<file path="src/rtl/fetch_queue_if.sv">
`default_nettype none
`timescale 1ns/1ps
// ============================================================================
//  Module   : fetch_queue_if
//  Purpose  : Fetch-side push, decode-side pop and flush signals of the fetch queue.
//  Revision : 1.0
// ============================================================================
interface fetch_queue_if #(
    parameter int DEPTH = 4
);
    localparam int c_CNT_W = $clog2(DEPTH) + 1;

    logic                flush;
    logic                in_valid;
    logic                in_ready;
    logic [31:0]         in_pc;
    logic [31:0]         in_instr;
    logic                in_pred_taken;
    logic [31:0]         in_pred_target;
    logic                out_valid;
    logic                out_ready;
    logic [31:0]         out_pc;
    logic [31:0]         out_instr;
    logic                out_pred_taken;
    logic [31:0]         out_pred_target;
    logic [c_CNT_W-1:0]  count;

    // Queue side
    modport slave (
        input  flush, in_valid, in_pc, in_instr, in_pred_taken, in_pred_target, out_ready,
        output in_ready, out_valid, out_pc, out_instr, out_pred_taken, out_pred_target, count
    );

    // Fetch/decode/EX side
    modport master (
        output flush, in_valid, in_pc, in_instr, in_pred_taken, in_pred_target, out_ready,
        input  in_ready, out_valid, out_pc, out_instr, out_pred_taken, out_pred_target, count
    );
endinterface
`default_nettype wire

</file>
<file path="src/rtl/fetch_queue.sv">
`default_nettype none
`timescale 1ns/1ps
// ============================================================================
//  Module   : fetch_queue
//  Purpose  : Fetch-to-decode decoupling FIFO with single-cycle flush.
//  Revision : 1.0
// ============================================================================
module fetch_queue #(
    parameter int          DEPTH     = 4,
    parameter logic [31:0] NOP_INSTR = 32'h0000_0013
) (
    input  wire logic      clk,
    input  wire logic      rst,
    fetch_queue_if.slave   bus
);
    localparam int                 c_PTR_W = $clog2(DEPTH);
    localparam int                 c_CNT_W = c_PTR_W + 1;
    localparam logic [c_CNT_W-1:0] c_FULL  = c_CNT_W'(DEPTH);

    logic [31:0]        r_pc_mem     [DEPTH];
    logic [31:0]        r_instr_mem  [DEPTH];
    logic               r_taken_mem  [DEPTH];
    logic [31:0]        r_target_mem [DEPTH];

    logic [c_PTR_W-1:0] r_wr_ptr;
    logic [c_PTR_W-1:0] r_rd_ptr;
    logic [c_CNT_W-1:0] r_count;

    logic w_in_ready;
    logic w_out_valid;
    logic w_push;
    logic w_pop;

    // in_ready is purely registered so fetch pc_en never sees decode's out_ready
    assign w_in_ready  = (r_count != c_FULL);
    assign w_out_valid = (r_count != '0);
    assign w_push      = bus.in_valid & w_in_ready & ~bus.flush;
    assign w_pop       = w_out_valid & bus.out_ready & ~bus.flush;

    always_ff @(posedge clk) begin
        if (w_push) begin
            r_pc_mem[r_wr_ptr]     <= bus.in_pc;
            r_instr_mem[r_wr_ptr]  <= bus.in_instr;
            r_taken_mem[r_wr_ptr]  <= bus.in_pred_taken;
            r_target_mem[r_wr_ptr] <= bus.in_pred_target;
        end
    end

    always_ff @(posedge clk or posedge rst) begin
        if (rst) begin
            r_wr_ptr <= '0;
            r_rd_ptr <= '0;
            r_count  <= '0;
        end else if (bus.flush) begin
            r_wr_ptr <= '0;
            r_rd_ptr <= '0;
            r_count  <= '0;
        end else begin
            if (w_push) begin
                r_wr_ptr <= r_wr_ptr + c_PTR_W'(1);
            end
            if (w_pop) begin
                r_rd_ptr <= r_rd_ptr + c_PTR_W'(1);
            end
            case ({w_push, w_pop})
                2'b10:   r_count <= r_count + c_CNT_W'(1);
                2'b01:   r_count <= r_count - c_CNT_W'(1);
                default: r_count <= r_count;
            endcase
        end
    end

    // Empty queue presents a canonical NOP bundle instead of stale storage
    assign bus.in_ready        = w_in_ready;
    assign bus.out_valid       = w_out_valid;
    assign bus.out_pc          = w_out_valid ? r_pc_mem[r_rd_ptr]     : 32'h0;
    assign bus.out_instr       = w_out_valid ? r_instr_mem[r_rd_ptr]  : NOP_INSTR;
    assign bus.out_pred_taken  = w_out_valid & r_taken_mem[r_rd_ptr];
    assign bus.out_pred_target = w_out_valid ? r_target_mem[r_rd_ptr] : 32'h0;
    assign bus.count           = r_count;

    a_no_overflow: assert property (@(posedge clk) disable iff (rst)
        !(w_push && (r_count == c_FULL)));
    a_no_underflow: assert property (@(posedge clk) disable iff (rst)
        !(w_pop && (r_count == '0)));

endmodule
`default_nettype wire
</file>
<file path="src/flat_wrapper.sv">
// flat-port wrapper written by rule: the top's interface ports become plain ports
module fetch_queue_flat 
#(
    parameter int          DEPTH     = 4,
    parameter logic [31:0] NOP_INSTR = 32'h0000_0013
)
  (clk, rst, bus_flush, bus_in_valid, bus_in_pc, bus_in_instr, bus_in_pred_taken, bus_in_pred_target, bus_out_ready, bus_in_ready, bus_out_valid, bus_out_pc, bus_out_instr, bus_out_pred_taken, bus_out_pred_target, bus_count);
  fetch_queue_if #(.DEPTH(DEPTH)) bus_i ();
  input  wire logic clk;
  input  wire logic rst;
  input wire logic [$bits(bus_i.flush)-1:0] bus_flush;
  input wire logic [$bits(bus_i.in_valid)-1:0] bus_in_valid;
  input wire logic [$bits(bus_i.in_pc)-1:0] bus_in_pc;
  input wire logic [$bits(bus_i.in_instr)-1:0] bus_in_instr;
  input wire logic [$bits(bus_i.in_pred_taken)-1:0] bus_in_pred_taken;
  input wire logic [$bits(bus_i.in_pred_target)-1:0] bus_in_pred_target;
  input wire logic [$bits(bus_i.out_ready)-1:0] bus_out_ready;
  output wire logic [$bits(bus_i.in_ready)-1:0] bus_in_ready;
  output wire logic [$bits(bus_i.out_valid)-1:0] bus_out_valid;
  output wire logic [$bits(bus_i.out_pc)-1:0] bus_out_pc;
  output wire logic [$bits(bus_i.out_instr)-1:0] bus_out_instr;
  output wire logic [$bits(bus_i.out_pred_taken)-1:0] bus_out_pred_taken;
  output wire logic [$bits(bus_i.out_pred_target)-1:0] bus_out_pred_target;
  output wire logic [$bits(bus_i.count)-1:0] bus_count;
  assign bus_i.flush = bus_flush;
  assign bus_i.in_valid = bus_in_valid;
  assign bus_i.in_pc = bus_in_pc;
  assign bus_i.in_instr = bus_in_instr;
  assign bus_i.in_pred_taken = bus_in_pred_taken;
  assign bus_i.in_pred_target = bus_in_pred_target;
  assign bus_i.out_ready = bus_out_ready;
  assign bus_in_ready = bus_i.in_ready;
  assign bus_out_valid = bus_i.out_valid;
  assign bus_out_pc = bus_i.out_pc;
  assign bus_out_instr = bus_i.out_instr;
  assign bus_out_pred_taken = bus_i.out_pred_taken;
  assign bus_out_pred_target = bus_i.out_pred_target;
  assign bus_count = bus_i.count;
  fetch_queue #(.DEPTH(DEPTH), .NOP_INSTR(NOP_INSTR)) u_core (.clk(clk), .rst(rst), .bus(bus_i));
endmodule
</file>
<file path="config.mk">
export PLATFORM = sky130hd
export DESIGN_NAME = fetch_queue_flat
export DESIGN_NICKNAME = d
export VERILOG_FILES = /design/src/rtl/fetch_queue_if.sv /design/src/rtl/fetch_queue.sv /design/src/flat_wrapper.sv
export SDC_FILE = /design/constraint.sdc
export NUM_CORES = 1
export LEC_CHECK = 0
export CORE_MARGIN = 4
export CORE_UTILIZATION = 51
export DETAILED_ROUTE_END_ITERATION = 7
export GPL_TIMING_DRIVEN = 0
export PLACE_DENSITY = 0.74
export SYNTH_ARGS = -nofsm -noshare
export SYNTH_HDL_FRONTEND = slang
export SYNTH_SLANG_ARGS = --single-unit
</file>
<file path="constraint.sdc">
create_clock -name clk -period 8 [get_ports clk]
set_clock_uncertainty 0.2 [all_clocks]
set_input_delay 1.6 -clock clk [delete_from_list [all_inputs] [get_ports clk]]
set_output_delay 1.6 -clock clk [all_outputs]
set_load 0.005 [all_outputs]
</file>
Word-level counts from Yosys, hierarchy flattened
Memories as Yosys holds them, arrays and structs flattened.
Index checks and enable logic that the tools add are counted.
Storage, ports and cells
  bits in registers: 7
  memory bits (writable): 388
  input port bits: 102
  output and inout bits: 102
  word-level logic and storage cells: 35
  memories: 4
Operators by class
  add/subtract/negate cells: 4
  equality and inequality tests: 3
  multiplexer cells: 11
  bitwise gates (word level): 6
  reduce and logical (&&, ||, !) cells: 4
Memory list
  u_core.r_instr_mem: depth 4, width 32, rd ports 1, clocked after memory_dff 0, wr ports 1, RTL line fetch_queue.sv:21  | logic [31:0] r_instr_mem [DEPTH];
  u_core.r_pc_mem: depth 4, width 32, rd ports 1, clocked after memory_dff 0, wr ports 1, RTL line fetch_queue.sv:20  | logic [31:0] r_pc_mem [DEPTH];
  u_core.r_target_mem: depth 4, width 32, rd ports 1, clocked after memory_dff 0, wr ports 1, RTL line fetch_queue.sv:23  | logic [31:0] r_target_mem [DEPTH];
  u_core.r_taken_mem: depth 4, width 1, rd ports 1, clocked after memory_dff 0, wr ports 1, RTL line fetch_queue.sv:22  | logic r_taken_mem [DEPTH];
Operators with widths (number)
  two-way mux 32 bit: 3
  two-way mux 2 bit: 4
  case mux 3 bit (2 select lines): 1
  nonzero test 3 bit: 2
  bitwise AND 1 bit: 5
  adder 2 x 1 -> 2 bit (second input constant): 2
  nonzero test 2 bit: 2
  adder 3 x 1 -> 3 bit (second input constant): 1
  two-way mux 3 bit: 1
  inequality test 3 bit (second input constant): 1
  subtractor 3 x 1 -> 3 bit (second input constant): 1
  equality test 2 x 1 -> 1 bit (second input constant): 1
  equality test 2 bit (second input constant): 1
  two-way mux 1 bit: 2
  inverter 1 bit: 1

Logic depth before layout (Yosys ltp)
Gate-level depths: netlist (run 1).
  depth after elaboration: 6
  mapped depth: 7
  depth with buffers taken out: 6

Worst setup path after synthesis (run 1)
No wires, ideal clock.
  kind: input port to flip-flop
  start: in bus_in_valid
  end: mem u_core.r_instr_mem[0][0], enable pin
  library setup time: 0.467 ns
  arrival: 4.501 ns
  data required time: 7.333 ns
  slack: 2.832 ns
  stages on the path: 4
  path buffers: 1
  path through: clkbuf_1 > inv_1 > nor3_1 > and2_1
On the way
  cells in the longest elaborated chain, start to end: 4
Ends and longest elaborated chain
  from (decl): RTL line flat_wrapper.sv:12  | input wire logic [$bits(bus_i.in_valid)-1:0] bus_in_valid;
  bitwise AND 1 bit (2 in a row): RTL line fetch_queue.sv:37  | assign w_push = bus.in_valid & w_in_ready & ~bus.flush;
  two-way mux 1 bit: RTL line fetch_queue.sv:41  | if (w_push) begin
  two-way mux 1 bit (implied by the code): RTL line fetch_queue.sv:43  | r_instr_mem[r_wr_ptr] <= bus.in_instr;
  to (decl): RTL line fetch_queue.sv:21
No other way between the ends.

Final worst setup path (run 1)
  start: reg u_core.r_count[0], in the netlist u_core.bus.count[0]
  end: out bus_out_instr[27]
On the way
  cells in the longest elaborated chain, start to end: 2
Ends and longest elaborated chain
  from (decl): RTL line fetch_queue.sv:27  | logic [c_CNT_W-1:0] r_count;
  from (signal assigned): RTL line fetch_queue.sv:66  | 2'b10: r_count <= r_count + c_CNT_W'(1);
  from (signal assigned): RTL line fetch_queue.sv:67  | 2'b01: r_count <= r_count - c_CNT_W'(1);
  from (signal assigned): RTL line fetch_queue.sv:68  | default: r_count <= r_count;
  nonzero test 3 bit: RTL line fetch_queue.sv:36  | assign w_out_valid = (r_count != '0);
  two-way mux 32 bit: RTL line fetch_queue.sv:77  | assign bus.out_instr = w_out_valid ? r_instr_mem[r_rd_ptr] : NOP_INSTR;
  to (decl): RTL line flat_wrapper.sv:21  | output wire logic [$bits(bus_i.out_instr)-1:0] bus_out_instr;
No other way between the ends.

==> reports/metrics.csv, run 1 <==
stage;metric;value;unit
timing;Max Slew Vio Count;0;
detailed_routing;post-route ant nets;0;
power_and_ir_drop;sequential power share;0.501;
cts;clock sink total;395;
grt;first-pass GRT wire length;45600;um
timing;setup TNS;0;ns
synth;most numerous cell in the Yosys netlist;edfxtp_1;
synth;ys async rst share;0.0177;
timing;RSZ-0062 raised after global routing;no;
timing;Slew @ Worst Pin;0.813;ns
setup_path;Crit. End Element;output pin;
synth;Mapped Cells;681;
power_and_ir_drop;switching part of the total power;0.210;
synth;Yosys warning total;0;
placement;pre-CTS WS;3.27;ns
synth;Synth Cell Area;0.0152;mm2
detailed_routing;WL/cell;22.1;um
layout;share of cells above drive strength 1;0.190;
timing;Final period util;0.640;
synth;Synth area leaders;edfxtp_1 (77%), mux4_2 (14%), and2_1 (4.0%);
power_and_ir_drop;combinational power share;0.121;
grt;overall global routing resource usage;0.181;
synth;Net Count, Synth;788;
cts;CTS max path bufs;3;
floorplan;die span in y;180;um
grt;initial antenna violation count;4;
synth;Synth top area share;0.768;
detailed_routing;wire length on met3;2070;um
flow_run;Max Cap Viol;0;
setup_path;WP data arrival;3.32;ns
cts;cts bufs inserted;41;
placement;GPL Wtd Cong;0.708;
timing;worst setup margin;2.88;ns
cts;CTS H-tree depth;2;
setup_path;R2R cell count;5;
power_and_ir_drop;PwrDens;246;mW/mm2
cts;post_cts resized;0;
floorplan;Initial Util;0.523;
detailed_routing;routed wl met2;14400;um
layout;area grow syn2layout;25.6;%
cts;Worst-path clk slew;0.06;ns
synth;Synth Area per Inst;22.3;um2
detailed_routing;Total Routed Length;29700;um
synth;Main synth FF type;edfxtp_1;
layout;# nets final;1037;
detailed_routing;drt drc;0;
detailed_routing;DRT iter0 DRCs;399;
detailed_routing;detail-routed via count per cell;5.48;
cts;hold buffer count at CTS;0;
detailed_routing;DRT Pass-1 Iters;4;
setup_path;worst path required time;6.20;ns
timing;worst rel slew slack;0.458;
floorplan;Die ar.;0.0326;mm2
synth;number of synthesized flops with an enable pin;388;
floorplan;Core Area;0.0290;mm2
power_and_ir_drop;clock network fraction of design power;0.378;
synth;sequential-to-total area share from yosys stat;0.779;
power_and_ir_drop;Final Power;4.68;mW
synth;Netlist cell types;36;
cts;Post-CTS Setup Repair Bufs;0;
grt;vias in the first global route;7755;
power_and_ir_drop;Leakage;6.08;nW
floorplan;io pins;204;
grt;total congestion overflow;0;
floorplan;Die W;180;um
placement;IO buf count;202;
timing;final setup fails;0;
setup_path;CP Class;register to output pin;
cts;Clock Latency Late Sink;0.52;ns
timing;final hold vios;0;
cts;clk root buf;clkbuf_16;
detailed_routing;via count;7365;
power_and_ir_drop;Worst IR Drop VDD;0.201;mV
setup_path;Startpoint Class;register;
outcome;status;finished clean;
synth;biggest area consumer among synthesized cells;edfxtp_1;
hold_path;HP Class;register to register;
placement;Final HPWL DP;18300;um
grt;largest net degree at the start of global routing;54;
power_and_ir_drop;Internal;3.70;mW
setup_path;Worst Path Max Fanout;10;
hold_path;hold path depth;2;
synth;Post-synth top cells;edfxtp_1 (388), and2_1 (98), mux4_2 (97), clkbuf_1 (18), buf_2 (15);
detailed_routing;WL met1;12600;um
cts;CTS tree;yes;
detailed_routing;top layer in use;met5;
timing;max frequency;195;MHz
synth;#FFs+latches synth;395;
timing;min Tclk post-route;5.12;ns
floorplan;row cnt;62;
power_and_ir_drop;sw power;0.983;mW
layout;Fillers;1926;
[placed cells by master, fill, tap and decap left out, types with 3 or more instances in the layout]
cell type	Yosys	layout
edfxtp_1	388	388
clkdlybuf4s50_1	0	202
mux4_2	97	97
and2_1	98	94
clkbuf_16	0	43
clkbuf_1	18	27
buf_2	15	15
inv_1	8	8
clkinv_1	0	8
clkinv_2	0	7
dfrtp_1	7	7
nor2_1	5	5
nand3_1	4	4
and2_4	0	4
ha_1	4	4
buf_16	0	4
a21oi_1	3	3
or2_1	3	3
[stage by stage]
stage | hold WS [ns] | instance area [um2] | instances | utilization
2_1_floorplan | 0.357 | 15200 | 681 | -
3_3_place_gp | 0.383 | 17700 | 1267 | 0.609
3_5_place_dp | 0.392 | 17800 | 1271 | 0.613
4_1_cts | 0.400 | 19100 | 1343 | 0.657
5_1_grt | 0.431 | 19100 | 1344 | 0.657
6_report | 0.413 | 19100 | 1344 | 0.657
[layer usage]
metal  GRT usage  up-vias
met3      0.0478       46
met4      0.0499        4
met1       0.248     3786
met2       0.291      261
met5           0        -
li1            -     3268
[logic make-up after synthesis]
kind of cell | share of synthesized area
xor gates and xnor gates | 0.00173
adders and majority gates | 0.00462
and+or+nand+nor | 0.0482
DFF | 0.779
buffers and inverters | 0.0148
muxes | 0.145
AOI/OAI and AO/OA | 0.00635
[worst max-delay path: stages (launching register included)]
cell             delay, ns
dfrtp_1               0.40
buf_2                 0.23
nor3_2                0.09
inv_1                 0.28
clkbuf_1              0.55
clkbuf_1              0.45
and2_1                0.19
clkdlybuf4s50_1       0.59
[worst paths after layout]
| check | from | endpoint | slack, ns |
|---|---|---|---|
| setup / recovery | u_core.bus.count[0]$_DFFE_PP0P_ | bus_out_instr[27] | 2.88 |
| hold / removal | u_core.r_wr_ptr[0]$_DFFE_PP0P_ | u_core.r_wr_ptr[0]$_DFFE_PP0P_ | 0.41 |
| max in group asynchronous | rst | u_core.bus.count[1]$_DFFE_PP0P_ | 6.26 |
| hold reg to reg | u_core.r_wr_ptr[0]$_DFFE_PP0P_ | u_core.r_wr_ptr[0]$_DFFE_PP0P_ | 0.41 |
| min in group asynchronous | rst | u_core.r_rd_ptr[1]$_DFFE_PP0P_ | 1.11 |
| setup reg to reg | u_core.bus.count[0]$_DFFE_PP0P_ | u_core.r_target_mem[0][19]$_DFFE_PP_ | 5.21 |
[power groups by stage]
stage          clock network, mW  registers [mW]  logic, mW
6_report                    1.77            2.35      0.568
5_1_grt                     1.90            2.35      0.615
4_1_cts                     1.81            2.35      0.583
3_5_place_dp                   0            2.39      0.580
3_3_place_gp                   0            2.40      0.568
2_1_floorplan                  0            2.39      0.275
[flip-flops by register name, indices dropped and copies added (netlist names)]
signal               cells
u_core.r_instr_mem     128
u_core.r_wr_ptr          2
u_core.r_taken_mem       4
u_core.r_target_mem    128
u_core.bus.count         3
u_core.r_rd_ptr          2
u_core.r_pc_mem        128
[final cells by class]
cell class / count / area (um2) / share of cell area
clock inverters: 20 / 149 / 0.00781
diodes: 1 / 2.50 / 0.000131
plain buffers: 38 / 195 / 0.0102
inverters: 8 / 30.0 / 0.00158
clock buffers: 52 / 1110 / 0.0582
well taps: 384 / 480 / 0.0252
repair buffers: 206 / 2130 / 0.112
multi-input cells: 240 / 3130 / 0.164
flip-flops and latches: 395 / 11800 / 0.621
No activity file was read; power rests on OpenSTA's default activity.
==> run 2: changes to the inputs <==
==> constraint.sdc (replaced) <==
create_clock -name clk -period 5.3 [get_ports clk]
set_clock_uncertainty 0.2 [all_clocks]
set_input_delay 1.06 -clock clk [delete_from_list [all_inputs] [get_ports clk]]
set_output_delay 1.06 -clock clk [all_outputs]
set_load 0.005 [all_outputs]
==> results of run 2 <==
Same layout as run 1 (identical final DEF). Status: finished clean.
Main changes from that run: setup slack after placement 3.27 ns -> 1.11 ns; setup slack after layout 2.88 ns -> 0.721 ns; register-to-register setup slack 5.21 ns -> 2.51 ns; total power 4.68 mW -> 7.07 mW; worst IR drop on VDD 0.201 mV -> 0.303 mV
==> run 3: changes to the inputs <==
--- a/config.mk
+++ b/config.mk
@@ -5,6 +5,7 @@
 export SDC_FILE = /design/constraint.sdc
 export NUM_CORES = 1
 export LEC_CHECK = 0
+export ABC_AREA = 1
 export CORE_MARGIN = 4
 export CORE_UTILIZATION = 51
 export DETAILED_ROUTE_END_ITERATION = 7
==> run 3 against run 2 <==
Sequential share of layout area down 1.5 points; sequential cell count unchanged; critical path depth unchanged; global-route usage up 3.7 points.
==> reports/metrics.csv, run 3 <==
stage;metric;value;unit;change
setup_path;Max stage delay cell, worst path;clkdlybuf4s50_1;;
synth;Mapped Cells;1205;;+77%
synth;biggest area consumer among synthesized cells;edfxtp_1;;
grt;overall global routing resource usage;0.218;;+0.0373
setup_path;Stages on worst setup path;7;;unchanged
setup_path;Worst Path Max Fanout;10;;unchanged
setup_path;Startpoint Class;register;;
setup_path;Reg2Reg Launch Point;u_core.bus.count[0]$_DFFE_PP0P_;;
layout;Antenna Cells;0;;-1
layout;# nets final;1571;;+51%
synth;Post-synth top cells;nor2_1 (393), edfxtp_1 (388), o21ai_0 (107), a21oi_1 (97), o21ai_1 (88);;
floorplan;Die W;182;um;+0.91%
detailed_routing;DRT iter0 DRCs;820;;+110%
grt;largest net degree at the start of global routing;31;;-43%
synth;number of synthesized flops with an enable pin;388;;unchanged
synth;Netlist cell types;24;;-33%
power_and_ir_drop;switching part of the total power;0.297;;
synth;sequential-to-total area share from yosys stat;0.765;;-0.0147
layout;share of cells above drive strength 1;0.0873;;-0.102
cts;post_cts resized;0;;unchanged
floorplan;Die ar.;0.0332;mm2;+1.8%
power_and_ir_drop;PwrDens;478;mW/mm2;
placement;GPL Wtd Cong;0.763;;+7.7%
cts;CTS max path bufs;3;;unchanged
detailed_routing;via count;10200;;+39%
detailed_routing;Total Routed Length;36900;um;+24%
placement;Final HPWL DP;23400;um;+28%
detailed_routing;post-route ant nets;0;;unchanged
synth;ys async rst share;0.0177;;unchanged
cts;clock sink total;395;;unchanged
setup_path;CP Class;register to output pin;;
floorplan;Initial Util;0.519;;-0.00396
cts;cts bufs inserted;40;;-2.4%
cts;Post-CTS Setup Repair Bufs;0;;unchanged
setup_path;setup slack, reg-to-reg;2.37;ns;
flow_run;Max Cap Viol;0;;unchanged
floorplan;row cnt;63;;+1.6%
setup_path;WP data arrival;2.68;ns;-0.64 ns
setup_path;crit path cell chain;buf_6 > inv_2 > buf_4 > clkbuf_2 > o21ai_0 > a21oi_1 > clkdlybuf4s50_1;;
timing;worst rel slew slack;0.362;;-0.0962
cts;CTS H-tree depth;2;;unchanged
hold_path;HP Class;register to register;;
power_and_ir_drop;sw power;2.78;mW;
placement;placed inst area;0.0183;mm2;+3.0%
grt;vias in the first global route;10500;;+35%
cts;CTS tree;yes;;
grt;total congestion overflow;0;;unchanged
setup_path;worst path required time;4.04;ns;
setup_path;cell family with most CP delay;buffers and inverters;;
timing;Final period util;0.743;;
grt;first-pass GRT wire length;56600;um;+24%
hold_path;min-delay src;u_core.bus.count[1]$_DFFE_PP0P_;;
placement;IO buf count;203;;+0.50%
synth;Main synth FF type;edfxtp_1;;
timing;final hold vios;0;;unchanged
synth;#FFs+latches synth;395;;unchanged
layout;most frequent cells in the layout;nor2_1 (389), edfxtp_1 (388), clkdlybuf4s50_1 (203);;
grt;initial antenna violation count;1;;-3
detailed_routing;detail-routed via count per cell;5.45;;-0.59%
hold_path;hold path depth;2;;unchanged
synth;most numerous cell in the Yosys netlist;nor2_1;;
cts;Worst-path clk slew;0.06;ns;about the same
power_and_ir_drop;sequential power share;0.393;;-0.108
setup_path;R2R cell count;8;;+3
power_and_ir_drop;combinational power share;0.325;;+0.204
setup_path;Crit. End Element;output pin;;
timing;worst setup margin;1.36;ns;
timing;Max Slew Vio Count;0;;unchanged
floorplan;Core Area;0.0298;mm2;+2.7%
setup_path;slowest stage delay, CP;0.56;ns;-0.03 ns
power_and_ir_drop;Internal;6.56;mW;
synth;Synth Cell Area;0.0155;mm2;+1.9%
synth;Yosys warning total;0;;unchanged
power_and_ir_drop;Worst IR Drop VDD;0.367;mV;
synth;Synth top area share;0.753;;-0.0145
synth;Synth area leaders;edfxtp_1 (75%), nor2_1 (9.5%), o21ai_0 (3.5%);;
timing;final setup fails;0;;unchanged
cts;clk root buf;clkbuf_16;;
layout;area grow syn2layout;26.4;%;
timing;RSZ-0062 raised after global routing;no;;
floorplan;die span in y;182;um;+0.91%
timing;max frequency;254;MHz;
layout;final instance area;0.0195;mm2;+2.5%
setup_path;Critical Path Source;u_core.r_rd_ptr[0]$_DFFE_PP0P_;;
outcome;status;finished clean;;
floorplan;io pins;204;;unchanged
timing;min Tclk post-route;3.94;ns;
placement;pre-CTS WS;1.44;ns;
layout;commonest non-fill, non-tap cell in the layout;nor2_1;;
detailed_routing;drt drc;0;;unchanged
power_and_ir_drop;Leakage;6.67;nW;+9.8%
layout;top flop regs;u_core.r_instr_mem: 128 flops, u_core.r_pc_mem: 128 flops, u_core.r_target_mem: 128 flops;;
power_and_ir_drop;clock network fraction of design power;0.282;;-0.096
detailed_routing;WL/cell;19.6;um;-11%
detailed_routing;DRT Pass-1 Iters;5;;+1
cts;Clock Latency Late Sink;0.51;ns;about the same
synth;Net Count, Synth;1312;;+66%
setup_path;Buf/Inv on CP;5;;unchanged
synth;Synth Area per Inst;12.8;um2;-42%
timing;Slew @ Worst Pin;0.955;ns;+0.142 ns
cts;hold buffer count at CTS;0;;unchanged
run 3: cell families after synthesis:
| logic type | synth area share |
|---|---|
| compound gates | 0.0967 |
| xor+xnor | 0.000566 |
| fa+ha+maj | 0.00453 |
| simple gates | 0.103 |
| flops | 0.765 |
| buf+inv | 0.0303 |
run 3: per-layer routing:
metal / up-vias / global-route usage / wire length (um)
met5: - / 0 / 12
met4: 2 / 0.0636 / 822
met3: 62 / 0.0421 / 2970
met2: 439 / 0.371 / 18300
met1: 4935 / 0.288 / 14800
li1: 4798 / - / -
run 3: worst min-delay path: stages, from the launching register on:
cell and delay (ns):
dfrtp_1 0.42, nand2_1 0.07, nand2_1 0.06
run 3: worst paths after layout:
path | to
max | bus_out_pc[31]
min | u_core.bus.count[1]$_DFFE_PP0P_
max reg2reg | u_core.r_target_mem[1][25]$_DFFE_PP_
min reg2reg | u_core.bus.count[1]$_DFFE_PP0P_
max in group asynchronous | u_core.bus.count[1]$_DFFE_PP0P_
min in group asynchronous | u_core.r_rd_ptr[0]$_DFFE_PP0P_
run 3: metrics by stage:
stage / util / TNS, ns / hold slack [ns] / cells / power (mW)
finish: 0.656 / 0 / 0.383 / 1879 / 9.34
global route: 0.656 / 0 / 0.421 / 1879 / 9.79
CTS: 0.656 / 0 / 0.383 / 1879 / 9.40
detailed placement: 0.615 / 0 / 0.365 / 1812 / 6.79
global placement: 0.604 / -1721.37 / 0.362 / 1798 / 6.75
floorplan: - / -329.85 / 0.353 / 1205 / 5.10
run 3: power groups by stage:
stage	Clock [mW]	Combinational, mW	Sequential [mW]
after CTS	2.66	3.07	3.67
after global placement	0	2.97	3.78
after floorplan	0	1.35	3.75
after global routing	2.79	3.32	3.68
final	2.63	3.04	3.67
after detailed placement	0	3.05	3.74
run 3: layout make-up:
type	count	area (um2)
fillers	2114	10300
inverters	15	56.3
multi-input cells	721	3200
flip-flops and latches	395	11800
repair buffers	217	2350
clock inverters	15	140
clock buffers	52	1070
plain buffers	74	412
well taps	390	488
==> RTL edit 1 (flow settings as in run 2) <==
`DEPTH` is set to 4 in 3 places; all go to 8.
--- a/src/rtl/fetch_queue_if.sv
+++ b/src/rtl/fetch_queue_if.sv
@@ -6,7 +6,7 @@
 //  Revision : 1.0
 // ============================================================================
 interface fetch_queue_if #(
-    parameter int DEPTH = 4
+    parameter int DEPTH = 8
 );
     localparam int c_CNT_W = $clog2(DEPTH) + 1;
 
--- a/src/rtl/fetch_queue.sv
+++ b/src/rtl/fetch_queue.sv
@@ -6,7 +6,7 @@
 //  Revision : 1.0
 // ============================================================================
 module fetch_queue #(
-    parameter int          DEPTH     = 4,
+    parameter int          DEPTH     = 8,
     parameter logic [31:0] NOP_INSTR = 32'h0000_0013
 ) (
     input  wire logic      clk,
--- a/src/flat_wrapper.sv
+++ b/src/flat_wrapper.sv
@@ -1,7 +1,7 @@
 // flat-port wrapper written by rule: the top's interface ports become plain ports
 module fetch_queue_flat 
 #(
-    parameter int          DEPTH     = 4,
+    parameter int          DEPTH     = 8,
     parameter logic [31:0] NOP_INSTR = 32'h0000_0013
 )
   (clk, rst, bus_flush, bus_in_valid, bus_in_pc, bus_in_instr, bus_in_pred_taken, bus_in_pred_target, bus_out_ready, bus_in_ready, bus_out_valid, bus_out_pc, bus_out_instr, bus_out_pred_taken, bus_out_pred_target, bus_count);
Interface: changed (resized bus_count); port bits go from 204 to 205. The function was not compared with the original's and may differ.
==> RTL edit 1 against run 2 <==
Synthesized area is 98% higher; total power is 130% higher; sequential cell count is 391 higher; first-iteration DRC count grew to 3.1 times the old value; routed wire length is 110% higher; setup slack lost 0.40 ns; design area rose by 92%; count of clock-buffer cells in the layout increased by 46; critical endpoint is now bus_out_instr[13]; largest power group unchanged.
==> RTL edit 1: results (changes against run 2) <==
<table>
<tr><th>Metric</th><th>Value</th></tr>
<tr><th colspan="2">Status</th></tr>
<tr><td>Run status</td><td>completed</td></tr>
<tr><th colspan="2">Place</th></tr>
<tr><td>Routability-driven placement congestion ratio</td><td>0.756 (+6.7%)</td></tr>
<tr><td>Count of input and output buffers</td><td>204 (+0.99%)</td></tr>
<tr><th colspan="2">Layout</th></tr>
<tr><td>Clock buffer count</td><td>98 (+88%)</td></tr>
<tr><td>Nets</td><td>1743 (+68%)</td></tr>
<tr><td>Final-layout fill cell count</td><td>3823 (+98%)</td></tr>
<tr><td>Leading registers by flop count</td><td>u_core.r_instr_mem (256), u_core.r_pc_mem (256), u_core.r_target_mem (256)</td></tr>
<tr><td>Proportion of cell area occupied by multi-input gates</td><td>0.171 (+0.00702)</td></tr>
<tr><th colspan="2">Detailed routing</th></tr>
<tr><td>Average wire per standard cell</td><td>25.9 microns (+17%)</td></tr>
<tr><td>Met2 Wirelength</td><td>32.6 mm (+130%)</td></tr>
<tr><th colspan="2">Logic synthesis</th></tr>
<tr><td>Number of distinct library cells after synthesis</td><td>39 (+8.3%)</td></tr>
<tr><td>Proportion of synthesized area in mux cells</td><td>0.178 (+0.0330)</td></tr>
<tr><td>Async set-or-reset flop fraction in the synthesized netlist</td><td>0.0127 (-0.00500)</td></tr>
<tr><td>Number of flops mapped to enable cells by yosys</td><td>776 (+100%)</td></tr>
<tr><td>Synthesized-area fraction occupied by adder cells</td><td>0.00166 (-0.00296)</td></tr>
<tr><th colspan="2">Power</th></tr>
<tr><td>P per Cell Area</td><td>449 nW/um^2 (+21%)</td></tr>
<tr><td>Peak supply drop</td><td>0.278 mV (-8.3%)</td></tr>
<tr><td>Int Power</td><td>12.2 mW (+120%)</td></tr>
<tr><th colspan="2">Clock network</th></tr>
<tr><td>Clock latency on the worst-skew pair</td><td>0.62 ns (+0.10 ns)</td></tr>
<tr><td>Num CTS Buffers</td><td>78 (+90%)</td></tr>
<tr><th colspan="2">Worst setup path</th></tr>
<tr><td>Worst path slowest cell</td><td>nor4_4</td></tr>
<tr><td>Arrival time at the worst endpoint</td><td>3.72 ns (+0.40 ns)</td></tr>
<tr><td>Slowest cell delay on critical path</td><td>0.72 ns (+0.13 ns)</td></tr>
<tr><th colspan="2">Global routing</th></tr>
<tr><td>Gr usage total</td><td>0.204 (+0.0239)</td></tr>
<tr><td>First-pass GRT wire length</td><td>96.1 mm (+110%)</td></tr>
</table>
-- RTL edit 1: cell count changes in the layout (fill, tap and decap cells not counted), moves of 13 or more --
cell       delta
and2_1       -94
buf_12       +19
buf_4        +13
clkbuf_16    +39
edfxtp_1    +388
mux2i_1      +98
mux4_2       +97
nor2_1       +94
-- RTL edit 1: through the flow --
stage	std cells	setup WS, ns
6_report	2470	0.324
3_3_place_gp	2284	-6.02
4_1_cts	2462	0.221
5_1_grt	2466	0.103
3_5_place_dp	2322	0.614
2_1_floorplan	1315	-1.03
-- RTL edit 1: timing repair --
item                                   in CTS  in global routing
gates resized for setup                     1                  0
buffers inserted                            0                  0
endpoints found under the hold margin       0                  0
setup endpoints to repair                  21                  0
-- RTL edit 1: layer usage --
layer | vias to the layer above | global-route usage
met2 | 539 | 0.343
li1 | 6162 | -
met5 | - | 0
met3 | 108 | 0.0439
met1 | 7509 | 0.272
met4 | 4 | 0.0672
==> RTL edit 2 (flow settings as in run 2) <==
Without the edit above. Put a register stage on the output `bus.out_pred_target`. The value now appears one clock later.
--- a/src/rtl/fetch_queue.sv
+++ b/src/rtl/fetch_queue.sv
@@ -76,7 +76,9 @@
     assign bus.out_pc          = w_out_valid ? r_pc_mem[r_rd_ptr]     : 32'h0;
     assign bus.out_instr       = w_out_valid ? r_instr_mem[r_rd_ptr]  : NOP_INSTR;
     assign bus.out_pred_taken  = w_out_valid & r_taken_mem[r_rd_ptr];
-    assign bus.out_pred_target = w_out_valid ? r_target_mem[r_rd_ptr] : 32'h0;
+    always_ff @(posedge clk) begin
+        bus.out_pred_target <= w_out_valid ? r_target_mem[r_rd_ptr] : 32'h0;
+    end
     assign bus.count           = r_count;
 
     a_no_overflow: assert property (@(posedge clk) disable iff (rst)
Function: changed (Yosys sat finds a counterexample within 4 cycles, from zero or initial values and one cycle with rst high).
==> RTL edit 2 against run 2 <==
Largest power group unchanged; routed wire length rose by 2.1%; combinational power grew 2%; design area grew 4.0%; register-to-register slack got worse by 0.07 ns; setup slack gained 0.061 ns; global-route usage grew 0.077 points; total power rose by 7.4%; sequential cell count up 32; highest routed layer unchanged; synthesized area increased by 4.2%; critical endpoint is now bus_out_instr[8]; count of clock-buffer cells in the layout up 11; critical path depth did not move.
==> RTL edit 2: results (changes against run 2) <==
<table>
<tr><th>Metric</th><th>Value</th></tr>
<tr><th colspan="2">Layout</th></tr>
<tr><td>Clock buffer count</td><td>63 (+21%)</td></tr>
<tr><td>Footprint of the multi-input gates</td><td>3130 sq um (+0.12%)</td></tr>
<tr><td>Area growth, synth to finish</td><td>25.3%</td></tr>
<tr><td>Fraction of final layout cells sized beyond drive strength 1</td><td>0.186 (-0.00348)</td></tr>
<tr><td>Non-filler instance count after layout</td><td>1390 (+3.4%)</td></tr>
<tr><td>Nets</td><td>1071 (+3.3%)</td></tr>
<tr><td>Sequential cell area in the final layout</td><td>12500 sq um (+5.4%)</td></tr>
<tr><td>Clock distribution area overhead in the final layout</td><td>0.0686 (+0.00252)</td></tr>
<tr><td>Final-layout fill cell count</td><td>2068 (+7.4%)</td></tr>
<tr><th colspan="2">Place</th></tr>
<tr><td>Detailed Place HPWL</td><td>18.4 mm (+0.75%)</td></tr>
<tr><td>Routability-driven placement congestion ratio</td><td>0.692 (-2.3%)</td></tr>
<tr><th colspan="2">Logic synthesis</th></tr>
<tr><td>Register bit total from synthesis</td><td>427 (+8.1%)</td></tr>
<tr><td>Cell count after synthesis</td><td>713 (+4.7%)</td></tr>
<tr><td>Synthesized-area fraction occupied by adder cells</td><td>0.00443 (-0.000188)</td></tr>
<tr><th colspan="2">Detailed routing</th></tr>
<tr><td>First DRT Iteration DRCs</td><td>476 (+19%)</td></tr>
<tr><td>Met3 Wirelength</td><td>2.18 mm (+5.3%)</td></tr>
<tr><td>Met2 Wirelength</td><td>14.9 mm (+3.4%)</td></tr>
<tr><td>Total Routed Length</td><td>30.4 mm (+2.1%)</td></tr>
<tr><td>Routed length on met1</td><td>12.8 mm (+1.3%)</td></tr>
<tr><th colspan="2">Status</th></tr>
<tr><td>Run status</td><td>completed</td></tr>
<tr><th colspan="2">Worst setup path</th></tr>
<tr><td>Slowest cell delay on critical path</td><td>0.48 ns (-0.11 ns)</td></tr>
<tr><td>Worst path slowest cell</td><td>nor3_2</td></tr>
<tr><th colspan="2">Global routing</th></tr>
<tr><td>Met2 layer usage reported by global route</td><td>0.294 (+0.00264)</td></tr>
<tr><td>Vias in the first global route</td><td>8148 (+5.1%)</td></tr>
<tr><td>Met1 GRT Util</td><td>0.252 (+0.00385)</td></tr>
<tr><th colspan="2">Power</th></tr>
<tr><td>Power consumed by combinational cells</td><td>0.875 mW (+2%)</td></tr>
<tr><td>Leakage power</td><td>6.38 nW (+5.1%)</td></tr>
</table>
[RTL edit 2: worst paths after layout]
| check | from | endpoint | slack (ns) |
|---|---|---|---|
| min in group asynchronous | rst | u_core.bus.count[2]$_DFFE_PP0P_ | 0.61 |
| setup / recovery | u_core.bus.count[2]$_DFFE_PP0P_ | bus_out_instr[8] | 0.78 |
| setup reg to reg | u_core.bus.count[2]$_DFFE_PP0P_ | u_core.r_pc_mem[2][2]$_DFFE_PP_ | 2.44 |
| hold reg to reg | u_core.r_wr_ptr[0]$_DFFE_PP0P_ | u_core.r_wr_ptr[0]$_DFFE_PP0P_ | 0.41 |
| max in group asynchronous | rst | u_core.r_wr_ptr[0]$_DFFE_PP0P_ | 4.07 |
| hold / removal | u_core.r_wr_ptr[0]$_DFFE_PP0P_ | u_core.r_wr_ptr[0]$_DFFE_PP0P_ | 0.41 |
